File: src/rtl/a_format_decoder_if.sv
// Bundle between the predecoder and the A-form decoder.
// The master side issues instructions. The slave side returns the registered decode.
interface a_format_decoder_if #(
    parameter int addressWidth            = 64,
    parameter int instructionWidth        = 32,
    parameter int PidSize                 = 20,
    parameter int TidSize                 = 16,
    parameter int instructionCounterWidth = 64,
    parameter int instMinIdWidth          = 7,
    parameter int opcodeSize              = 12,
    parameter int regAccessPatternSize    = 2,
    parameter int funcUnitCodeSize        = 3,
    parameter int PrimOpcodeSize          = 6
);
    logic                               enable_i;
    logic                               stall_i;
    logic [24:0]                        instFormat_i;
    logic [PrimOpcodeSize-1:0]          instructionOpcode_i;
    logic [instructionWidth-1:0]        instruction_i;
    logic [addressWidth-1:0]            instructionAddress_i;
    logic                               is64Bit_i;
    logic [PidSize-1:0]                 instructionPid_i;
    logic [TidSize-1:0]                 instructionTid_i;
    logic [instructionCounterWidth-1:0] instructionMajId_i;

    logic                               enable_o;
    logic [opcodeSize-1:0]              opcode_o;
    logic [funcUnitCodeSize-1:0]        functionalUnitType_o;
    logic [addressWidth-1:0]            instructionAddress_o;
    logic                               is64Bit_o;
    logic [PidSize-1:0]                 instPid_o;
    logic [TidSize-1:0]                 instTid_o;
    logic [instructionCounterWidth-1:0] instMajId_o;
    logic [instMinIdWidth-1:0]          instMinId_o;
    logic [instMinIdWidth-1:0]          numMicroOps_o;
    logic [regAccessPatternSize-1:0]    op1rw_o, op2rw_o, op3rw_o, op4rw_o;
    logic                               op1IsReg_o, op2IsReg_o, op3IsReg_o, op4IsReg_o;
    logic                               modifiesCR_o;
    logic [20:0]                        instructionBody_o;

    modport master (
        output enable_i, stall_i, instFormat_i, instructionOpcode_i, instruction_i,
               instructionAddress_i, is64Bit_i, instructionPid_i, instructionTid_i,
               instructionMajId_i,
        input  enable_o, opcode_o, functionalUnitType_o, instructionAddress_o, is64Bit_o,
               instPid_o, instTid_o, instMajId_o, instMinId_o, numMicroOps_o,
               op1rw_o, op2rw_o, op3rw_o, op4rw_o,
               op1IsReg_o, op2IsReg_o, op3IsReg_o, op4IsReg_o,
               modifiesCR_o, instructionBody_o
    );

    modport slave (
        input  enable_i, stall_i, instFormat_i, instructionOpcode_i, instruction_i,
               instructionAddress_i, is64Bit_i, instructionPid_i, instructionTid_i,
               instructionMajId_i,
        output enable_o, opcode_o, functionalUnitType_o, instructionAddress_o, is64Bit_o,
               instPid_o, instTid_o, instMajId_o, instMinId_o, numMicroOps_o,
               op1rw_o, op2rw_o, op3rw_o, op4rw_o,
               op1IsReg_o, op2IsReg_o, op3IsReg_o, op4IsReg_o,
               modifiesCR_o, instructionBody_o
    );
endinterface

File: src/rtl/a_format_decoder.sv
// A-form instruction decoder: isel plus the 59/63 floating-point arithmetic group.
// Instruction bit 0 is the MSB, so PowerPC bit k maps to instruction_i[31-k].
module a_format_decoder #(
    parameter int addressWidth            = 64,
    parameter int instructionWidth        = 32,
    parameter int PidSize                 = 20,
    parameter int TidSize                 = 16,
    parameter int instructionCounterWidth = 64,
    parameter int instMinIdWidth          = 7,
    parameter int opcodeSize              = 12,
    parameter int regSize                 = 5,
    parameter int regAccessPatternSize    = 2,
    parameter int funcUnitCodeSize        = 3,
    parameter logic [1:0] regRead         = 2'b10,
    parameter logic [1:0] regWrite        = 2'b01,
    parameter int FXUnitId                = 0,
    parameter int FPUnitId                = 1,
    parameter int A                       = 2,
    parameter int PrimOpcodeSize          = 6
) (
    input logic                 clock_i,
    input logic                 reset_i,
    a_format_decoder_if.slave   bus
);
    localparam logic [regAccessPatternSize-1:0] noAccess = '0;

    logic [4:0]                             xoP0;
    logic                                   rcP0;
    logic [regSize-1:0]                     raP0;
    logic                                   acceptP0;
    logic                                   validP0;
    logic                                   modifiesCrP0;
    logic [funcUnitCodeSize-1:0]            unitP0;
    logic [regAccessPatternSize-1:0]        op2RwP0, op3RwP0, op4RwP0;
    logic                                   op2RegP0, op3RegP0, op4RegP0;

    assign xoP0     = bus.instruction_i[5:1];
    assign rcP0     = bus.instruction_i[0];
    assign raP0     = bus.instruction_i[20:16];
    assign acceptP0 = bus.enable_i && !bus.stall_i && (bus.instFormat_i == 25'(A));

    // Stage p0: combinational classification of the incoming instruction
    always_comb begin
        validP0      = 1'b0;
        unitP0       = funcUnitCodeSize'(FPUnitId);
        modifiesCrP0 = rcP0;
        op2RwP0      = noAccess;
        op3RwP0      = noAccess;
        op4RwP0      = noAccess;
        op2RegP0     = 1'b0;
        op3RegP0     = 1'b0;
        op4RegP0     = 1'b0;
        case (bus.instructionOpcode_i)
            6'd31: begin
                if (xoP0 == 5'd15) begin
                    validP0      = 1'b1;
                    unitP0       = funcUnitCodeSize'(FXUnitId);
                    modifiesCrP0 = 1'b0;
                    // RA=0 selects a literal zero rather than GPR0
                    if (raP0 != '0) begin
                        op2RwP0  = regRead;
                        op2RegP0 = 1'b1;
                    end
                    op3RwP0  = regRead;
                    op3RegP0 = 1'b1;
                    op4RwP0  = regRead;
                end
            end
            6'd59, 6'd63: begin
                case (xoP0)
                    5'd18, 5'd20, 5'd21: begin
                        validP0  = 1'b1;
                        op2RwP0  = regRead;  op2RegP0 = 1'b1;
                        op3RwP0  = regRead;  op3RegP0 = 1'b1;
                    end
                    5'd22, 5'd24, 5'd26: begin
                        validP0  = 1'b1;
                        op3RwP0  = regRead;  op3RegP0 = 1'b1;
                    end
                    5'd25: begin
                        validP0  = 1'b1;
                        op2RwP0  = regRead;  op2RegP0 = 1'b1;
                        op4RwP0  = regRead;  op4RegP0 = 1'b1;
                    end
                    5'd23, 5'd28, 5'd29, 5'd30, 5'd31: begin
                        // fsel exists only in the double-precision group
                        if (xoP0 != 5'd23 || bus.instructionOpcode_i == 6'd63) begin
                            validP0  = 1'b1;
                            op2RwP0  = regRead;  op2RegP0 = 1'b1;
                            op3RwP0  = regRead;  op3RegP0 = 1'b1;
                            op4RwP0  = regRead;  op4RegP0 = 1'b1;
                        end
                    end
                    default: ;
                endcase
            end
            default: ;
        endcase
    end

    // Stage p1: registered outputs; stall freezes everything, payload only moves on a decode
    always_ff @(posedge clock_i or negedge reset_i) begin
        if (!reset_i) begin
            bus.enable_o             <= 1'b0;
            bus.opcode_o             <= '0;
            bus.functionalUnitType_o <= '0;
            bus.instructionAddress_o <= '0;
            bus.is64Bit_o            <= 1'b0;
            bus.instPid_o            <= '0;
            bus.instTid_o            <= '0;
            bus.instMajId_o          <= '0;
            bus.instMinId_o          <= '0;
            bus.numMicroOps_o        <= '0;
            bus.op1rw_o              <= '0;
            bus.op2rw_o              <= '0;
            bus.op3rw_o              <= '0;
            bus.op4rw_o              <= '0;
            bus.op1IsReg_o           <= 1'b0;
            bus.op2IsReg_o           <= 1'b0;
            bus.op3IsReg_o           <= 1'b0;
            bus.op4IsReg_o           <= 1'b0;
            bus.modifiesCR_o         <= 1'b0;
            bus.instructionBody_o    <= '0;
        end else if (!bus.stall_i) begin
            bus.enable_o <= acceptP0 && validP0;
            if (acceptP0 && validP0) begin
                bus.opcode_o             <= {bus.instructionOpcode_i, xoP0, rcP0};
                bus.functionalUnitType_o <= unitP0;
                bus.instructionAddress_o <= bus.instructionAddress_i;
                bus.is64Bit_o            <= bus.is64Bit_i;
                bus.instPid_o            <= bus.instructionPid_i;
                bus.instTid_o            <= bus.instructionTid_i;
                bus.instMajId_o          <= bus.instructionMajId_i;
                bus.instMinId_o          <= '0;
                bus.numMicroOps_o        <= '0;
                bus.op1rw_o              <= regWrite;
                bus.op2rw_o              <= op2RwP0;
                bus.op3rw_o              <= op3RwP0;
                bus.op4rw_o              <= op4RwP0;
                bus.op1IsReg_o           <= 1'b1;
                bus.op2IsReg_o           <= op2RegP0;
                bus.op3IsReg_o           <= op3RegP0;
                bus.op4IsReg_o           <= op4RegP0;
                bus.modifiesCR_o         <= modifiesCrP0;
                bus.instructionBody_o    <= {bus.instruction_i[25:6], rcP0};
            end
        end
    end
endmodule

File: src/flat_wrapper.sv
// flat-port wrapper written by rule: the top's interface ports become plain ports
module a_format_decoder_flat 
#(
    parameter int addressWidth            = 64,
    parameter int instructionWidth        = 32,
    parameter int PidSize                 = 20,
    parameter int TidSize                 = 16,
    parameter int instructionCounterWidth = 64,
    parameter int instMinIdWidth          = 7,
    parameter int opcodeSize              = 12,
    parameter int regSize                 = 5,
    parameter int regAccessPatternSize    = 2,
    parameter int funcUnitCodeSize        = 3,
    parameter logic [1:0] regRead         = 2'b10,
    parameter logic [1:0] regWrite        = 2'b01,
    parameter int FXUnitId                = 0,
    parameter int FPUnitId                = 1,
    parameter int A                       = 2,
    parameter int PrimOpcodeSize          = 6
)
  (clock_i, reset_i, bus_enable_i, bus_stall_i, bus_instFormat_i, bus_instructionOpcode_i, bus_instruction_i, bus_instructionAddress_i, bus_is64Bit_i, bus_instructionPid_i, bus_instructionTid_i, bus_instructionMajId_i, bus_enable_o, bus_opcode_o, bus_functionalUnitType_o, bus_instructionAddress_o, bus_is64Bit_o, bus_instPid_o, bus_instTid_o, bus_instMajId_o, bus_instMinId_o, bus_numMicroOps_o, bus_op1rw_o, bus_op2rw_o, bus_op3rw_o, bus_op4rw_o, bus_op1IsReg_o, bus_op2IsReg_o, bus_op3IsReg_o, bus_op4IsReg_o, bus_modifiesCR_o, bus_instructionBody_o);
  a_format_decoder_if #(.addressWidth(addressWidth), .instructionWidth(instructionWidth), .PidSize(PidSize), .TidSize(TidSize), .instructionCounterWidth(instructionCounterWidth), .instMinIdWidth(instMinIdWidth), .opcodeSize(opcodeSize), .regAccessPatternSize(regAccessPatternSize), .funcUnitCodeSize(funcUnitCodeSize), .PrimOpcodeSize(PrimOpcodeSize)) bus_i ();
  input logic clock_i;
  input logic reset_i;
  input wire logic [$bits(bus_i.enable_i)-1:0] bus_enable_i;
  input wire logic [$bits(bus_i.stall_i)-1:0] bus_stall_i;
  input wire logic [$bits(bus_i.instFormat_i)-1:0] bus_instFormat_i;
  input wire logic [$bits(bus_i.instructionOpcode_i)-1:0] bus_instructionOpcode_i;
  input wire logic [$bits(bus_i.instruction_i)-1:0] bus_instruction_i;
  input wire logic [$bits(bus_i.instructionAddress_i)-1:0] bus_instructionAddress_i;
  input wire logic [$bits(bus_i.is64Bit_i)-1:0] bus_is64Bit_i;
  input wire logic [$bits(bus_i.instructionPid_i)-1:0] bus_instructionPid_i;
  input wire logic [$bits(bus_i.instructionTid_i)-1:0] bus_instructionTid_i;
  input wire logic [$bits(bus_i.instructionMajId_i)-1:0] bus_instructionMajId_i;
  output wire logic [$bits(bus_i.enable_o)-1:0] bus_enable_o;
  output wire logic [$bits(bus_i.opcode_o)-1:0] bus_opcode_o;
  output wire logic [$bits(bus_i.functionalUnitType_o)-1:0] bus_functionalUnitType_o;
  output wire logic [$bits(bus_i.instructionAddress_o)-1:0] bus_instructionAddress_o;
  output wire logic [$bits(bus_i.is64Bit_o)-1:0] bus_is64Bit_o;
  output wire logic [$bits(bus_i.instPid_o)-1:0] bus_instPid_o;
  output wire logic [$bits(bus_i.instTid_o)-1:0] bus_instTid_o;
  output wire logic [$bits(bus_i.instMajId_o)-1:0] bus_instMajId_o;
  output wire logic [$bits(bus_i.instMinId_o)-1:0] bus_instMinId_o;
  output wire logic [$bits(bus_i.numMicroOps_o)-1:0] bus_numMicroOps_o;
  output wire logic [$bits(bus_i.op1rw_o)-1:0] bus_op1rw_o;
  output wire logic [$bits(bus_i.op2rw_o)-1:0] bus_op2rw_o;
  output wire logic [$bits(bus_i.op3rw_o)-1:0] bus_op3rw_o;
  output wire logic [$bits(bus_i.op4rw_o)-1:0] bus_op4rw_o;
  output wire logic [$bits(bus_i.op1IsReg_o)-1:0] bus_op1IsReg_o;
  output wire logic [$bits(bus_i.op2IsReg_o)-1:0] bus_op2IsReg_o;
  output wire logic [$bits(bus_i.op3IsReg_o)-1:0] bus_op3IsReg_o;
  output wire logic [$bits(bus_i.op4IsReg_o)-1:0] bus_op4IsReg_o;
  output wire logic [$bits(bus_i.modifiesCR_o)-1:0] bus_modifiesCR_o;
  output wire logic [$bits(bus_i.instructionBody_o)-1:0] bus_instructionBody_o;
  assign bus_i.enable_i = bus_enable_i;
  assign bus_i.stall_i = bus_stall_i;
  assign bus_i.instFormat_i = bus_instFormat_i;
  assign bus_i.instructionOpcode_i = bus_instructionOpcode_i;
  assign bus_i.instruction_i = bus_instruction_i;
  assign bus_i.instructionAddress_i = bus_instructionAddress_i;
  assign bus_i.is64Bit_i = bus_is64Bit_i;
  assign bus_i.instructionPid_i = bus_instructionPid_i;
  assign bus_i.instructionTid_i = bus_instructionTid_i;
  assign bus_i.instructionMajId_i = bus_instructionMajId_i;
  assign bus_enable_o = bus_i.enable_o;
  assign bus_opcode_o = bus_i.opcode_o;
  assign bus_functionalUnitType_o = bus_i.functionalUnitType_o;
  assign bus_instructionAddress_o = bus_i.instructionAddress_o;
  assign bus_is64Bit_o = bus_i.is64Bit_o;
  assign bus_instPid_o = bus_i.instPid_o;
  assign bus_instTid_o = bus_i.instTid_o;
  assign bus_instMajId_o = bus_i.instMajId_o;
  assign bus_instMinId_o = bus_i.instMinId_o;
  assign bus_numMicroOps_o = bus_i.numMicroOps_o;
  assign bus_op1rw_o = bus_i.op1rw_o;
  assign bus_op2rw_o = bus_i.op2rw_o;
  assign bus_op3rw_o = bus_i.op3rw_o;
  assign bus_op4rw_o = bus_i.op4rw_o;
  assign bus_op1IsReg_o = bus_i.op1IsReg_o;
  assign bus_op2IsReg_o = bus_i.op2IsReg_o;
  assign bus_op3IsReg_o = bus_i.op3IsReg_o;
  assign bus_op4IsReg_o = bus_i.op4IsReg_o;
  assign bus_modifiesCR_o = bus_i.modifiesCR_o;
  assign bus_instructionBody_o = bus_i.instructionBody_o;
  a_format_decoder #(.addressWidth(addressWidth), .instructionWidth(instructionWidth), .PidSize(PidSize), .TidSize(TidSize), .instructionCounterWidth(instructionCounterWidth), .instMinIdWidth(instMinIdWidth), .opcodeSize(opcodeSize), .regSize(regSize), .regAccessPatternSize(regAccessPatternSize), .funcUnitCodeSize(funcUnitCodeSize), .regRead(regRead), .regWrite(regWrite), .FXUnitId(FXUnitId), .FPUnitId(FPUnitId), .A(A), .PrimOpcodeSize(PrimOpcodeSize)) u_core (.clock_i(clock_i), .reset_i(reset_i), .bus(bus_i));
endmodule
File: config.mk
export PLATFORM = sky130hd
export DESIGN_NAME = a_format_decoder_flat
export DESIGN_NICKNAME = d
export VERILOG_FILES = /design/src/rtl/a_format_decoder_if.sv /design/src/rtl/a_format_decoder.sv /design/src/flat_wrapper.sv
export SDC_FILE = /design/constraint.sdc
export NUM_CORES = 1
export LEC_CHECK = 0
export CAP_MARGIN = 40
export CORE_MARGIN = 8
export CORE_UTILIZATION = 30
export CTS_BUF_LIST = sky130_fd_sc_hd__clkbuf_8
export CTS_CLUSTER_SIZE = 20
export DETAILED_ROUTE_END_ITERATION = 6
export GPL_ROUTABILITY_DRIVEN = 0
export GPL_TIMING_DRIVEN = 0
export PLACE_DENSITY = 0.68
export SYNTH_ARGS = -nofsm -noshare
export SYNTH_HDL_FRONTEND = slang
export SYNTH_SLANG_ARGS = --single-unit
File: constraint.sdc
create_clock -name clock_i -period 0.92 [get_ports clock_i]
set_clock_uncertainty 0.2 [all_clocks]
set_input_delay 0.138 -clock clock_i [delete_from_list [all_inputs] [get_ports clock_i]]
set_output_delay 0.138 -clock clock_i [all_outputs]
set_load 0.1 [all_outputs]
After elaboration in Yosys (flattened, before gate mapping)
Index checks and enable logic that the tools add are counted.
{"block": "totals", "input_bits": 232, "regBits": 213}
{"block": "op_classes", "eq_ne": 18, "reduce_logical": 12, "n_mux": 26, "bitwise": 1}
{"cell": "$eq A5 B5 Y1 const B", "n": 12}
{"cell": "$eq A25 B2 Y1 const B", "n": 1}
{"cell": "$pmux W2 S2", "n": 6}
{"cell": "$pmux W1 S2", "n": 7}
{"cell": "$eq A6 B6 Y1 const B", "n": 2}
{"cell": "$mux W1", "n": 8}
{"cell": "$mux W2", "n": 4}
{"cell": "$reduce_or A7 Y1", "n": 1}
{"cell": "$eq A6 B5 Y1 const B", "n": 1}
{"cell": "$reduce_or A6 Y1", "n": 1}
{"cell": "$eq A5 B4 Y1 const B", "n": 1}
{"cell": "$ne A5 B5 Y1 const B", "n": 1}
{"cell": "$reduce_bool A5 Y1", "n": 1}
{"cell": "$reduce_or A5 Y1", "n": 1}
{"cell": "$reduce_or A4 Y1", "n": 1}
{"cell": "$logic_and A1 B1 Y1", "n": 3}
{"cell": "$mux W3", "n": 1}
{"cell": "$reduce_and A2 Y1", "n": 1}
{"cell": "$reduce_or A2 Y1", "n": 1}
{"cell": "$logic_not A1 Y1", "n": 1}
{"cell": "$logic_or A1 B1 Y1", "n": 1}
{"cell": "$not A1 Y1", "n": 1}

Depth between registers and ports, before layout
{"block": "logic_depth", "word_depth": 7, "ltp_mapped": 7}

Least setup slack after synthesis
No wires, ideal clock.
{"block": "synth_path", "kind": "input -> register", "from": "in bus_stall_i", "to": "reg u_core.bus.opcode_o[0]", "required_time_ps": 592, "setup_time_ps": 128, "arrival_ps": 1576, "slack_ps": -985, "stages": 6, "path_cell_list": "nor4b_1 nand4_1 a211oi_4 buf_6 buf_12 mux2_1"}
{"block": "synth_between", "elab_chain_len": 5}
{"item": "from (decl)", "line_no": "flat_wrapper.sv:26", "rtl": "input wire logic [$bits(bus_i.stall_i)-1:0] bus_stall_i;"}
{"item": "$logic_not A1 Y1"}
{"item": "$logic_and A1 B1 Y1 (2 in a row)", "line_no": "a_format_decoder.sv:40", "rtl": "assign acceptP0 = bus.enable_i && !bus.stall_i && (bus.instFormat_i == 25'(A));"}
{"item": "$logic_and A1 B1 Y1", "line_no": "a_format_decoder.sv:126", "rtl": "if (acceptP0 && validP0) begin"}
{"item": "$reduce_and A2 Y1 (no source line) *"}
{"item": "to (signal assigned)", "line_no": "a_format_decoder.sv:127", "rtl": "bus.opcode_o <= {bus.instructionOpcode_i, xoP0, rcP0};"}
{"item": "to (decl)", "line_no": "a_format_decoder_if.sv:56", "rtl": "output enable_o, opcode_o, functionalUnitType_o, instructionAddress_o, is64Bit_o,"}
Every way passes the cells marked *; elsewhere a longest branch is shown, timed or not.
A chain may end at the register's enable or synchronous reset.

Worst setup path in the final report
{"block": "layout_path", "from": "in bus_instFormat_i[9]", "to": "reg u_core.bus.instTid_o[5] (netlist name)"}
{"block": "layout_between", "elab_chain_len": 4}
{"item": "from (decl)", "line_no": "flat_wrapper.sv:27", "rtl": "input wire logic [$bits(bus_i.instFormat_i)-1:0] bus_instFormat_i;"}
{"item": "$eq A25 B2 Y1", "line_no": "a_format_decoder.sv:40"}
{"item": "$logic_and A1 B1 Y1", "line_no": "a_format_decoder.sv:40"}
{"item": "$logic_and A1 B1 Y1", "line_no": "a_format_decoder.sv:126"}
{"item": "$reduce_and A2 Y1 (no source line)"}
{"item": "to (signal assigned)", "line_no": "a_format_decoder.sv:132", "rtl": "bus.instTid_o <= bus.instructionTid_i;"}
{"item": "to (decl)", "line_no": "a_format_decoder_if.sv:57", "rtl": "instPid_o, instTid_o, instMajId_o, instMinId_o, numMicroOps_o,"}
Every way passes these cells.

==> out/qor.txt <==
Detail Placement HPWL = 27.6 mm
clock tree buffer depth = 3
CTS tree = built
Final #Nets = 1518
failing checks = hold timing, setup timing
DR WL/cell = 27.2 um
Hold Path Class = in -> async
# IOs = 461
Arrival @ worst endpoint = 2.09 ns
global route total overflow = 0
met3 track demand over resource = 7.44%
Die X = 180 um
r2r endpoint = u_core.bus.instMajId_o[51]$_DFFE_PN0P_
relative slew slack = 59.6%
Mapped Area = 8120 sq um
Synth Register Bits = 205
clock period minus worst slack = 1.89 ns
register area share after synthesis = 63.2%
vias in the first global route = 8871
worst path cell trace = dlygate4sd2_1, nor4_2, nand4_1, a211oi_4, buf_6, buf_6, buf_12, buf_12, clkbuf_16, mux2_4
Worst-Skew Late Latency = 0.52 ns
fmax = 0.530 GHz
vias per inst = 4.70
PD cells = 890 nW/um^2
final hold viol count = 210
CP Launch Type = input port
critical path buffer and inverter count = 6
leakage = 9.54 nW
crit path kind = in -> reg
worst r2r path cells = 2
CP max stage delay = 0.31 ns
period utilisation layout = 205%
Synth Area per Inst = 16.2 sq um
Max VDD drop = 0.991 mV
Most Used Layer, Global Route = met2
Root Buffer = clkbuf_8
clock buffer count from CTS = 38
flop-to-flop setup slack = -0.32 ns
CTS sink cnt = 205
layout overhead on the synthesized area = 169%
synth unique cells = 32
DIE AREA = 32600 sq um
CP max FO = 6
Max H-tree Level = 2
initial antenna violation count = 8
launching point of the worst reg2reg path = u_core.bus.instMajId_o[51]$_DFFE_PN0P_
Die Height = 180 um
CP Capture Point = u_core.bus.instTid_o[5]$_DFFE_PN0P_
Critical path origin = bus_instFormat_i[9]
slew of the pin with the lowest slew margin = 0.606 ns
Total Routing Usage GR = 24.0%
1st-iter DRT viols = 373
Hold Slack = -0.643 ns
Final WS setup = -0.967 ns
Clock Pin Slew Worst Setup and Hold Paths = 0.06 ns
fin cells = 1656
Site Rows = 60
PortBufs = 434
Max Transition Viols Final = 0
CP max stage cell = mux2_4
pin count of the biggest net entering global routing = 105
vias = 7787
layout cells sized above 1 = 77.4%
setup TNS = -323.65 ns
Critical Path RT = 1.12 ns
DP Worst Slack = -2.10 ns
# placed instances = 1506
status = complete, but fails checks
RSZ-0062 raised after global routing = yes
Placeable Area = 26700 sq um
Detailed Routing Iterations Pass 1 = 5
Crit. End Element = flop
first-pass GRT wire length = 59.3 mm
antenna-violating nets left = 0
YS warnings = 0
Worst path depth = 10
DRC viols = 0
crit-path leading delay family = buffers and inverters
met2 Resource Use GR = 44.9%
final count of negative-setup-slack endpoints = 414
Gate Count Post-Synth = 502
routed wire length = 45.0 mm
Max Cap Violations = 0
Starting Density = 30.4%
routing usage on met1 = 23.9%
[metrics by stage]
stage / hold slack, ns / util [%] / power [mW] / instance area, sq um
after CTS: -0.522 / 77.6 / 19.3 / 20700
after floorplan: -0.358 / - / 9.66 / 9150
final: -0.643 / 81.8 / 19.5 / 21900
after global placement: 0.310 / 52.1 / 10.8 / 13900
after detailed placement: 0.0437 / 70.1 / 10.9 / 18700
after global routing: -0.614 / 81.8 / 20.1 / 21900
[report_power, final]
group / leakage [nW] / internal [mW] / switching (mW)
combinational: 6.69 / 0.924 / 0.865
clock: 0.407 / 4.49 / 4.18
sequential: 2.44 / 9.00 / 0.0000000648
total: 9.54 / 14.4 / 5.05
[kinds of logic (layout without fill, tap and decap cells)]
logic type,count (synthesis),in the layout,synth area share (%)
buffers and inverters,52,839,6.12
other,1,27,0.0462
AND/OR/NAND/NOR,35,35,2.53
flip-flops,205,205,63.2
multiplexers,192,192,26.6
AO/OA/AOI/OAI,17,17,1.45
[sequential cells by signal, summed over array words and instances (netlist names)]
name                             count
u_core.bus.functionalUnitType_o      1
u_core.bus.instructionBody_o        20
u_core.bus.enable_o                  1
u_core.bus.instTid_o                16
u_core.bus.instructionAddress_o     64
u_core.bus.op1rw_o                   1
u_core.bus.is64Bit_o                 1
u_core.bus.op3IsReg_o                1
u_core.bus.instPid_o                20
u_core.bus.modifiesCR_o              1
u_core.bus.instMajId_o              64
u_core.bus.opcode_o                 12
u_core.bus.op4IsReg_o                1
u_core.bus.op2rw_o                   1
u_core.bus.op4rw_o                   1
[layout make-up]
cell class	count	area (sq um)
timing repair buffer	733	11000
sequential	205	5900
fill	1120	4860
multi-input combinational	264	3300
clock buffer	46	633
buffer	39	509
tap	341	427
clock inverter	16	67.6
inverter	5	18.8
antenna	7	17.5
[placed cells by master (no fill, tap or decap), types with 2 or more instances in the layout]
cell             netlist  layout
clkinv_2               0       3
a21oi_1                4       3
mux2_1               180      21
diode_2                0       7
clkdlybuf4s15_1        0      10
buf_6                  2     218
dlygate4sd3_1          0       4
nor2b_1                2       2
nor3_1                 5       3
dfrtp_4                0     205
buf_8                  0       6
nor4_2                 0       3
nor2_1                 4       2
o21ai_2                0       4
mux2_2                12      10
or2_2                  5       3
nor3_4                 0       2
dlygate4sd2_1          0      10
mux2_4                 0     161
nand2_1                4       3
conb_1                 1      20
buf_16                 0     143
clkdlybuf4s50_1        0     186
or2_4                  0       2
clkbuf_8               0      46
buf_4                 32      65
buf_12                10     112
clkdlybuf4s15_2        0       2
inv_1                  5      17
clkbuf_2               0       2
clkbuf_16              0       4
nand4_1                3       3
buf_2                  3       9
[cell usage after synthesis]
library cell,instances,area share (%)
buf_12,10,2.5
a31oi_1,1,0.077
nor2b_1,2,0.15
nor3_1,5,0.31
or4_1,1,0.093
nor4b_1,2,0.22
inv_1,5,0.23
nor3b_1,1,0.093
a211o_1,1,0.11
or2_2,5,0.39
nand2_1,4,0.18
o21ai_0,6,0.37
mux2_1,180,25
and3_1,1,0.077
dfrtp_1,205,63
buf_4,32,3.0
o31ai_1,1,0.093
nand4_1,3,0.23
a21oi_1,4,0.25
nand3_1,1,0.062
nor4bb_1,1,0.12
buf_6,2,0.28
a311o_1,1,0.12
buf_2,3,0.18
a211oi_4,1,0.25
a21o_1,1,0.093
and4_1,1,0.11
nor4_1,4,0.31
nor2_1,4,0.18
o211ai_1,1,0.093
mux2_2,12,1.7
conb_1,1,0.046
[timing repair]
item / in CTS / in global routing
gates resized for setup: 866 / 730
hold endpoints to repair: 142 / 150
cloned: 16 / 5
hold buffers: 3 / 1
buffers inserted: 12 / 62
pin swaps: 14 / 11
endpoints found under the setup margin: 487 / 518
[worst min-delay path by stage]
stage | startpoint | end | depth (start not counted)
after global routing | reset_i | u_core.bus.instructionAddress_o[37]$_DFFE_PN0P_ | 1
after floorplan | reset_i | u_core.bus.enable_o$_DFFE_PN0N_ | 0
final | reset_i | u_core.bus.instructionAddress_o[37]$_DFFE_PN0P_ | 1
after global placement | u_core.bus.opcode_o[7]$_DFFE_PN0P_ | u_core.bus.opcode_o[7]$_DFFE_PN0P_ | 1
after CTS | reset_i | u_core.bus.instructionAddress_o[41]$_DFFE_PN0P_ | 1
after detailed placement | reset_i | u_core.bus.instructionAddress_o[41]$_DFFE_PN0P_ | 1
[per-layer routing]
| layer | wire length [um] | vias to the layer above |
|---|---|---|
| li1 | - | 3295 |
| met1 | 15300 | 3963 |
| met2 | 24700 | 415 |
| met3 | 2990 | 112 |
| met4 | 2050 | 2 |
| met5 | 10 | - |
[worst register-to-register path, cell delays in order, from the launching register on]
cell and delay, ns:
dfrtp_4 0.50, buf_4 0.14, mux2_4 0.28
(Power assumes the default switching activity.)
